[src/rtl/mem_arbiter.sv]
// Arbitrates one single-ported memory between instruction fetch and data access.
// Data wins ties; the side that just completed is excluded from the next grant.
module mem_arbiter #(
  parameter int unsigned WAIT_CYCLES = 1,
  parameter int unsigned ADDR_W      = 32,
  parameter int unsigned DATA_W      = 32
) (
  input  logic              clk,
  input  logic              reset,
  input  logic              IReq,
  input  logic [ADDR_W-1:0] IAddr,
  output logic [DATA_W-1:0] IRData,
  output logic              IReady,
  input  logic              DReq,
  input  logic              DWe,
  input  logic [ADDR_W-1:0] DAddr,
  input  logic [DATA_W-1:0] DWData,
  output logic [DATA_W-1:0] DRData,
  output logic              DReady,
  output logic              MemEn,
  output logic              MemWe,
  output logic [ADDR_W-1:0] MemAddr,
  output logic [DATA_W-1:0] MemWData,
  input  logic [DATA_W-1:0] MemRData,
  output logic              StallF,
  output logic              StallM
);

  localparam int unsigned CNT_W = 4;

  typedef enum logic [1:0] {
    IDLE = 2'd0,
    IACC = 2'd1,
    DACC = 2'd2
  } state_e;

  state_e            state_q;
  logic [CNT_W-1:0]  cnt_q;
  logic [DATA_W-1:0] irdata_q;
  logic [DATA_W-1:0] drdata_q;
  logic              iready_q;
  logic              dready_q;
  logic              mem_en_q;
  logic              mem_we_q;
  logic [ADDR_W-1:0] mem_addr_q;
  logic [DATA_W-1:0] mem_wdata_q;

  logic done;
  logic pick;
  logic gnt_d;
  logic gnt_i;

  // Arbitration happens in IDLE and on the completion edge of an access.
  assign done  = (state_q != IDLE) && (cnt_q == CNT_W'(WAIT_CYCLES));
  assign pick  = (state_q == IDLE) || done;
  assign gnt_d = pick && DReq && !dready_q && (state_q != DACC);
  assign gnt_i = pick && !gnt_d && IReq && !iready_q && (state_q != IACC);

  always_ff @(posedge clk or posedge reset) begin
    if (reset) begin
      state_q     <= IDLE;
      cnt_q       <= '0;
      irdata_q    <= '0;
      drdata_q    <= '0;
      iready_q    <= 1'b0;
      dready_q    <= 1'b0;
      mem_en_q    <= 1'b0;
      mem_we_q    <= 1'b0;
      mem_addr_q  <= '0;
      mem_wdata_q <= '0;
    end else begin
      iready_q <= 1'b0;
      dready_q <= 1'b0;

      if (done) begin
        if (state_q == IACC) begin
          irdata_q <= MemRData;
          iready_q <= 1'b1;
        end else begin
          dready_q <= 1'b1;
          if (!mem_we_q) begin
            drdata_q <= MemRData;
          end
        end
      end

      if (gnt_d) begin
        state_q     <= DACC;
        cnt_q       <= '0;
        mem_en_q    <= 1'b1;
        mem_we_q    <= DWe;
        mem_addr_q  <= DAddr;
        mem_wdata_q <= DWData;
      end else if (gnt_i) begin
        state_q    <= IACC;
        cnt_q      <= '0;
        mem_en_q   <= 1'b1;
        mem_we_q   <= 1'b0;
        mem_addr_q <= IAddr;
      end else if (pick) begin
        state_q  <= IDLE;
        mem_en_q <= 1'b0;
        mem_we_q <= 1'b0;
      end else begin
        cnt_q <= cnt_q + CNT_W'(1);
      end
    end
  end

  assign IRData   = irdata_q;
  assign IReady   = iready_q;
  assign DRData   = drdata_q;
  assign DReady   = dready_q;
  assign MemEn    = mem_en_q;
  assign MemWe    = mem_we_q;
  assign MemAddr  = mem_addr_q;
  assign MemWData = mem_wdata_q;

  // Stalls are combinational so the hazard unit sees them in the request cycle.
  assign StallF = IReq && !iready_q;
  assign StallM = DReq && !dready_q;

endmodule

[config.mk]
export PLATFORM = sky130hd
export DESIGN_NAME = mem_arbiter
export DESIGN_NICKNAME = d
export VERILOG_FILES = /design/src/rtl/mem_arbiter.sv
export SDC_FILE = /design/constraint.sdc
export NUM_CORES = 1
export LEC_CHECK = 0
export BUFFER_PORTS_ARGS = -buffer_cell sky130_fd_sc_hd__buf_2
export CAP_MARGIN = 20
export CELL_PAD_IN_SITES_DETAIL_PLACEMENT = 0
export CELL_PAD_IN_SITES_GLOBAL_PLACEMENT = 2
export CORE_MARGIN = 2
export CORE_UTILIZATION = 28
export DETAILED_ROUTE_END_ITERATION = 10
export PLACE_DENSITY_LB_ADDON = 0.1
export SLEW_MARGIN = 0
export SYNTH_ARGS = -nofsm -noshare
export SYNTH_HDL_FRONTEND = slang
export SYNTH_SLANG_ARGS = --single-unit
[constraint.sdc]
create_clock -name clk -period 6.6 [get_ports clk]
set_input_delay 1.65 -clock clk [delete_from_list [all_inputs] [get_ports clk]]
set_output_delay 1.65 -clock clk [all_outputs]
set_load 0.05 [all_outputs]
Word-level counts from Yosys, hierarchy flattened
Cells that the tools add are included.
{ "word_totals": {"in_bits": 133, "register_bits": 138, "wordCells": 55} }
{ "op_classes": {"mux": 17, "n_reduce_logical": 20, "n_addsub": 1, "n_eq_ne": 5, "bitwise_logic": 2} }
{ "ops": {"columns": ["op", "count"], "rows": [
  ["two-way mux 32 bit", 2],
  ["two-way mux 4 bit", 3],
  ["logical AND 1 bit", 10],
  ["two-way mux 1 bit", 9],
  ["two-way mux 2 bit", 3],
  ["adder 4 x 1 -> 4 bit, second input constant", 1],
  ["== test 4 x 1 -> 1 bit, second input constant", 1],
  ["nonzero test 2 bit", 2],
  ["logical NOT 1 bit", 3],
  ["inequality test 3 x 1 -> 1 bit, second input constant", 1],
  ["AND reduction 3 bit", 1],
  ["nonzero test 3 bit", 1],
  ["== test 2 x 1 -> 1 bit, second input constant", 1],
  ["logical NOT 2 bit", 1],
  ["inequality test 2 x 1 -> 1 bit, second input constant", 1],
  ["inequality test 2 bit, second input constant", 1],
  ["inverter 1 bit", 2],
  ["AND reduction 2 bit", 1],
  ["logical OR 1 bit", 1]
]} }

Depth between registers and ports, before layout
Gate-level depths: netlist (run 1).
{ "logic_depth": {"ltp_word": 13, "mapped_depth": 10, "mapped_depth_nobuf": 7} }

Worst setup path before layout (run 1)
No wires, ideal clock.
{ "synth_path": {"path_type": "input port to output port", "start": "input IReq", "end": "output StallF", "path_buffers": 0, "arrival_time_ps": 2129, "setup_slack_ps": 2821, "stages": 2, "path_cell_list": "nand2b_1 inv_1"} }
{ "synth_via": {"elab_chain_len": 1} }
{ "synth_lines": {"columns": ["item", "line_no", "text"], "rows": [
  ["start, declared", "10", "input logic IReq,"],
  ["logical AND 1 bit", "120", "assign StallF = IReq && !iready_q;"],
  ["end, declared", "25", "output logic StallF,"]
]} }
No other way between the ends.

Final worst setup path (run 1)
{ "layout_path": {"start": "input DReq", "end": "output StallM"} }
{ "layout_via": {"elab_chain_len": 1} }
{ "layout_lines": {"columns": ["item", "line_no", "text"], "rows": [
  ["start, declared", "14", "input logic DReq,"],
  ["logical AND 1 bit", "121", "assign StallM = DReq && !dready_q;"],
  ["end, declared", "26", "output logic StallM"]
]} }
No other way between the ends.

==> metrics.md, run 1 <==
| Metric | Value |
|---|---|
| Mean post-synth cell area | 12.1 um2 |
| Worst flop-to-flop path endpoint | DRData[27] |
| Share of cells above drive strength 1 | 49.9% |
| Initial Util | 28.6% |
| Final hold viol count | 0 |
| Period utilisation layout | 60.2% |
| Initial DRC count | 125 |
| Vias in the first global route | 4487 |
| Maxcap violations | 0 |
| Crit Path Max Fanout | 6 |
| Nets | 874 |
| Syn nets | 611 |
| Ports | 267 |
| CTS tree | built |
| Crit path max-delay family | buffers and inverters |
| Worst hold path stage count | 2 |
| CP required | 4950 ps |
| Type of origin of the critical path | primary input |
| GR Layer Usage met1 | 16.8% |
| H-tree Lvls | 4 |
| Total CTS buffers | 17 |
| CP cell instances | buf_2 -> nand2b_4 -> inv_1 -> buf_2 |
| Die ar. | 21800 um2 |
| CP endpoint kind | output port |
| Vias after detailed routing | 4280 |
| Pre-antenna DRT Iters | 7 |
| Resize count post-CTS | 0 |
| Gate Count Post-Synth | 476 |
| Postcts setup bufs | 0 |
| Biggest cell delay along the critical path | 320 ps |
| Area Overhead vs Synth | 36.5% |
| Cell Rows | 52 |
| Final WL | 14.4 mm |
| M3 GR Usage | 4.97% |
| CTS max path bufs | 2 |
| Slew Limit Fails | 0 |
| Met2 usage | 22.7% |
| Worst skew pair latency | 410 ps |
| GR peak layer | met2 |
| Post-synth EDFFs | 0 |
| Global route overflow | 0 |
| Core Footprint | 20200 um2 |
| Top-count cell post-synth | nand2_1 |
| Yosys warning total | 0 |
| Crit path top cell by count | buf_2 |
| Die height | 148 um |
| Tot GR Track Use | 13.6% |
| Vias per Instance | 4.19 |
| Ant diodes | 0 |
| DRT antenna net count | 0 |
| Worst hold path class | flop to flop |
| Bufs and invs on worst path | 3 |
| Die width | 148 um |
| Reg-to-Reg Start | cnt_q[0] |
| Tmin final | 3970 ps |
| WHS Endpoint | IRData[0] |
| Setup TNS | 0 ps |
| Clk pin slew, worst setup/hold paths | 60 ps |
| Relative slew slack | 31.6% |
| First-pass GRT wire length | 23.5 mm |
| Crit path arrival time | 2320 ps |
| Sink Count | 138 |
| Synth top area share | 59.7% |
| Port bufs | 266 |
| Slew @ Worst Pin | 1030 ps |
| Synthesized area | 5780 um2 |
| Ys async rst share | 100% |
| Initial antenna violation count | 0 |
| Area leader, netlist | dfrtp_1 |
| Seq/Total Area, Yosys | 59.7% |
| Pin count of the biggest net entering global routing | 106 |
| Cts hold-fix bufs | 0 |
| Area contributors post-synth | dfrtp_1 (60%), nand2_1 (9.0%), mux2_2 (9.0%), mux2i_1 (6.1%), mux2_4 (4.4%) |
| Kind of critical path | primary input to output port |
| Yosys cell types | 36 |
| Drt wl/cell | 14.1 um |
| Post-synth top cells | nand2_1 (139), dfrtp_1 (138), mux2_2 (46) |
| Count of final setup violators | 0 |
| Status | completed |
| Root Buffer | clkbuf_16 |
| Fmax | 252 MHz |
| FF+latch count, synth | 138 |
| Min-delay src | IRData[0] |
| Final Wtd Congestion | 0.705 |
| RSZ-0062 raised after global routing | no |
| Ys flop type | dfrtp_1 |
| FILL cells | 2039 |
| R2r setup slk | 3780 ps |
| HPWL after DPL | 10.6 mm |
| Cells on worst reg2reg path | 5 |
| DR DRC count | 0 |
| Slowest CP cell | buf_2 |
| Final Skew | 12.9 ps |
cells by family after synthesis:
group           Yosys count  synth area share (%)
simple gates            158                  11.4
flops                   138                  59.7
mux                      99                  19.6
compound gates           46                  4.59
buf+inv                  33                  4.28
fa+ha+maj                 2                 0.433
cell type report:
| cell class | instances | area [um2] | share of cell area, % |
|---|---|---|---|
| clock buffers | 18 | 439 | 5.56 |
| clock inverters | 14 | 146 | 1.85 |
| inverters | 6 | 27.5 | 0.349 |
| multi-input cells | 305 | 2090 | 26.5 |
| flip-flops and latches | 138 | 3450 | 43.7 |
| well taps | 270 | 338 | 4.28 |
| repair buffers | 271 | 1400 | 17.7 |
flip-flops by register name (all words and copies together), names as in the netlist:
register and cells:
DReady 1, IReady 1, cnt_q 4, DRData 32, state_q 2, MemAddr 32, MemEn 1, IRData 32
MemWe 1, MemWData 32
routing by layer:
layer	up-vias	share of wire [%]
met2	152	50
met5	-	0
met1	2000	42
li1	2124	-
met4	0	0.65
met3	4	7.3
worst min-delay path: stages (launching register included):
cell and delay [ps]:
dfrtp_1 340, nand2_1 50, nand2_1 50
metrics by stage:
step	utilization [%]	instances	setup WS [ps]	hold WS (ps)	area (um2)
floorplan	-	476	1250	528	5780
global placement	35.9	988	2630	455	7260
CTS	39.0	1022	2620	473	7900
detailed placement	36.1	990	2630	458	7310
finish	39.0	1022	2630	468	7900
global route	39.0	1022	2550	491	7900
worst max path at each step:
stage	startpoint	end	slack, ps	cells after the start
global route	IReq	StallF	2550	4
CTS	IReq	StallF	2620	4
floorplan	reset	DRData[0]	1250	1
detailed placement	IReq	StallF	2630	4
finish	DReq	StallM	2630	4
global placement	DReq	StallM	2630	4
placed cells by master, fill, tap and decap left out, types with 2 or more instances in the layout:
| master | count |
|---|---|
| nand3_1 | 6 |
| buf_2 | 266 |
| bufinv_16 | 2 |
| clkinv_4 | 3 |
| nand2b_1 | 4 |
| mux2_2 | 46 |
| o21ai_1 | 32 |
| nand2_1 | 139 |
| clkinvlp_4 | 3 |
| o21ai_0 | 3 |
| clkbuf_16 | 17 |
| inv_1 | 5 |
| mux2i_1 | 35 |
| buf_4 | 3 |
| a211oi_1 | 2 |
| mux2_4 | 17 |
| dfrtp_1 | 138 |
| ha_1 | 2 |
| inv_6 | 3 |
| clkinv_2 | 4 |
Power of run 1 is not shown: default switching activity piles up to over one toggle a cycle in this logic, so the estimate is an artifact.
==> inputs of run 2 (changes only) <==
Settings changed: ABC_AREA from default to 1, CORE_UTILIZATION 28 to 26.
Clock period 6.6 ns to 4.15 ns, I/O delays scaled along.
==> run 2 against run 1 <==
Compared with the run above:
- register-to-register slack lost 2300 ps
- setup slack lost 1200 ps
- sequential share of layout area shrank 0.83 points
- cell count grew 21%
- global-route usage grew 1.7 points
- via count grew 27%
- flip-flop and latch count is the same
- clock skew shrank 0.58 ps
- synthesized area grew 2.7%
- critical path type is now flop to flop
- highest routed layer is now met5
==> metrics.md, run 2 <==
| Metric | Value |
|---|---|
| Core Footprint | 22500 um2 |
| RSZ-0062 raised after global routing | no |
| Vias after detailed routing | 5428 |
| Setup TNS | 0 ps |
| Maxcap violations | 0 |
| CP endpoint kind | flop |
| Syn nets | 826 |
| Port bufs | 266 |
| Initial antenna violation count | 1 |
| Seq/Total Area, Yosys | 58.2% |
| Die width | 155 um |
| Slowest CP cell | nand2_4 |
| Post-synth EDFFs | 0 |
| Count of final setup violators | 0 |
| Post-synth top cells | nand2_1 (266), dfrtp_1 (138), nand3_1 (100) |
| DR DRC count | 0 |
| Die ar. | 24100 um2 |
| Top-count cell post-synth | nand2_1 |
| Gate Count Post-Synth | 691 |
| Synth top area share | 58.2% |
| CTS max path bufs | 2 |
| H-tree Lvls | 4 |
| Final Skew | 12.4 ps |
| Postcts setup bufs | 0 |
| Final WL | 18.1 mm |
| CP required | 4450 ps |
| Worst hold path class | flop to flop |
| Min-delay src | MemWData[8] |
| R2r setup slk | 1470 ps |
| Most frequent cells in the layout | buf_2 (266), nand2_1 (265), dfrtp_1 (138) |
| Fmax | 373 MHz |
| DRT antenna net count | 0 |
| Slew @ Worst Pin | 739 ps |
| Final non-filler cell total | 1237 |
| Pin count of the biggest net entering global routing | 66 |
| Biggest cell delay along the critical path | 620 ps |
| Yosys cell types | 23 |
| Worst flop-to-flop path endpoint | MemAddr[7] |
| Kind of critical path | flop to flop |
| Vias in the first global route | 5525 |
| Nets | 1074 |
| Clk pin slew, worst setup/hold paths | 60 ps |
| Relative slew slack | 50.7% |
| Crit path arrival time | 2980 ps |
| Resize count post-CTS | 0 |
| Area Overhead vs Synth | 35.6% |
| Sink Count | 138 |
| Commonest non-fill, non-tap cell in the layout | buf_2 |
| Cell Rows | 55 |
| Initial DRC count | 267 |
| Bufs and invs on worst path | 0 |
| WHS Endpoint | MemWData[8] |
| Final hold viol count | 0 |
| First-pass GRT wire length | 29.2 mm |
| Area leader, netlist | dfrtp_1 |
| CTS tree | built |
| Initial Util | 26.4% |
| Slew Limit Fails | 0 |
| Type of origin of the critical path | flop |
| Yosys warning total | 0 |
| Crit Path Max Fanout | 59 |
| Ports | 267 |
| FILL cells | 2385 |
| Final Wtd Congestion | 0.737 |
| Total CTS buffers | 17 |
| Die height | 155 um |
| Drt wl/cell | 14.6 um |
| Pre-antenna DRT Iters | 4 |
| Worst skew pair latency | 420 ps |
| Area contributors post-synth | dfrtp_1 (58%), nand2_1 (17%), nand3_1 (8.4%), o21ai_0 (5.7%), inv_1 (3.1%) |
| Global route overflow | 0 |
| FF+latch count, synth | 138 |
| Synthesized area | 5940 um2 |
| Tot GR Track Use | 15.3% |
| Share of cells above drive strength 1 | 33.4% |
| Ys async rst share | 100% |
| CP cell instances | ha_1 -> nand2_4 -> nand2_4 -> nand2_4 -> nand2_2 -> nand2_1 -> nand2_1 |
| Ys flop type | dfrtp_1 |
| Placed cell count | 1202 |
| Worst hold path stage count | 2 |
| Reg-to-Reg Start | cnt_q[0] |
| Cts hold-fix bufs | 0 |
| Tmin final | 2680 ps |
| Placement Cell Area | 7430 um2 |
| Root Buffer | clkbuf_16 |
| Vias per Instance | 4.39 |
| Design Area, Final | 8050 um2 |
| Status | completed |
| Mean post-synth cell area | 8.59 um2 |
| Ant diodes | 0 |
| Cells on worst reg2reg path | 7 |
| Crit path top cell by count | nand2_4 |
| Period utilisation layout | 64.6% |
| HPWL after DPL | 12.3 mm |
| Crit path max-delay family | simple AND/OR/NAND/NOR gates |
==> run 2: changes by cell type after synthesis, moves of 17 or more <==
cell and delta:
o21ai_1 -31, inv_1 +43, mux2_2 -46, mux2i_1 -35, mux2_4 -17, nand2_1 +127
o21ai_0 +65, nand3_1 +94
==> run 2: how the worst max path moves through the flow <==
stage | startpoint | cells past startpoint | slack, ps | end
2_1_floorplan | DReq | 2 | 1380 | StallM
3_3_place_gp | DReq | 7 | 1330 | MemAddr[9]
3_5_place_dp | DReq | 7 | 1250 | MemAddr[7]
4_1_cts | cnt_q[0] | 7 | 1380 | MemAddr[7]
5_1_grt | cnt_q[1] | 8 | 1180 | MemAddr[19]
6_report | cnt_q[0] | 7 | 1470 | MemAddr[7]
==> run 2: final cells by class <==
| class | instances | area (um2) | share of cell area, % |
|---|---|---|---|
| Tap cell | 285 | 357 | 4.43 |
| Timing Repair Buffer | 274 | 1450 | 18.1 |
| Inverter | 50 | 191 | 2.38 |
| Sequential cell | 138 | 3450 | 42.9 |
| Clock buffer | 18 | 429 | 5.33 |
| Clock inverter | 14 | 133 | 1.65 |
| Multi-Input combinational cell | 458 | 2030 | 25.2 |
==> run 2: through the flow <==
stage	hold WS, ps	utilization (%)	setup slack (ps)
after floorplan	556	-	1380
final	468	35.8	1470
after CTS	470	35.5	1380
after global placement	452	33.0	1330
after detailed placement	454	33.0	1250
after global routing	488	35.8	1180
==> run 2: worst register-to-register path, cell delays in order, from the launching register on <==
cell     delay [ps]
dfrtp_1         420
ha_1            250
nand2_4         110
nand2_4         270
nand2_4         620
nand2_2         590
nand2_1         250
nand2_1          70
==> run 2: metal layers <==
layer  GRT usage [%]  vias to the layer above  wire length [um]
li1                -                     2683                 -
met1            18.3                     2554              7550
met2            25.5                      169              8740
met3            5.68                       20              1510
met4            5.16                        2               310
met5               0                        -                13
==> run 2: logic make-up (layout without fill, tap and decap cells) <==
group	after synthesis	count (layout)	synth area share (%)
buffers and inverters	95	356	7.73
xor gates and xnor gates	1	1	0.148
adders and majority gates	2	2	0.421
AOI/OAI and AO/OA	70	70	5.92
DFF	138	138	58.2
and+or+nand+nor	385	385	27.6
Power of run 2 is left out for the same reason.
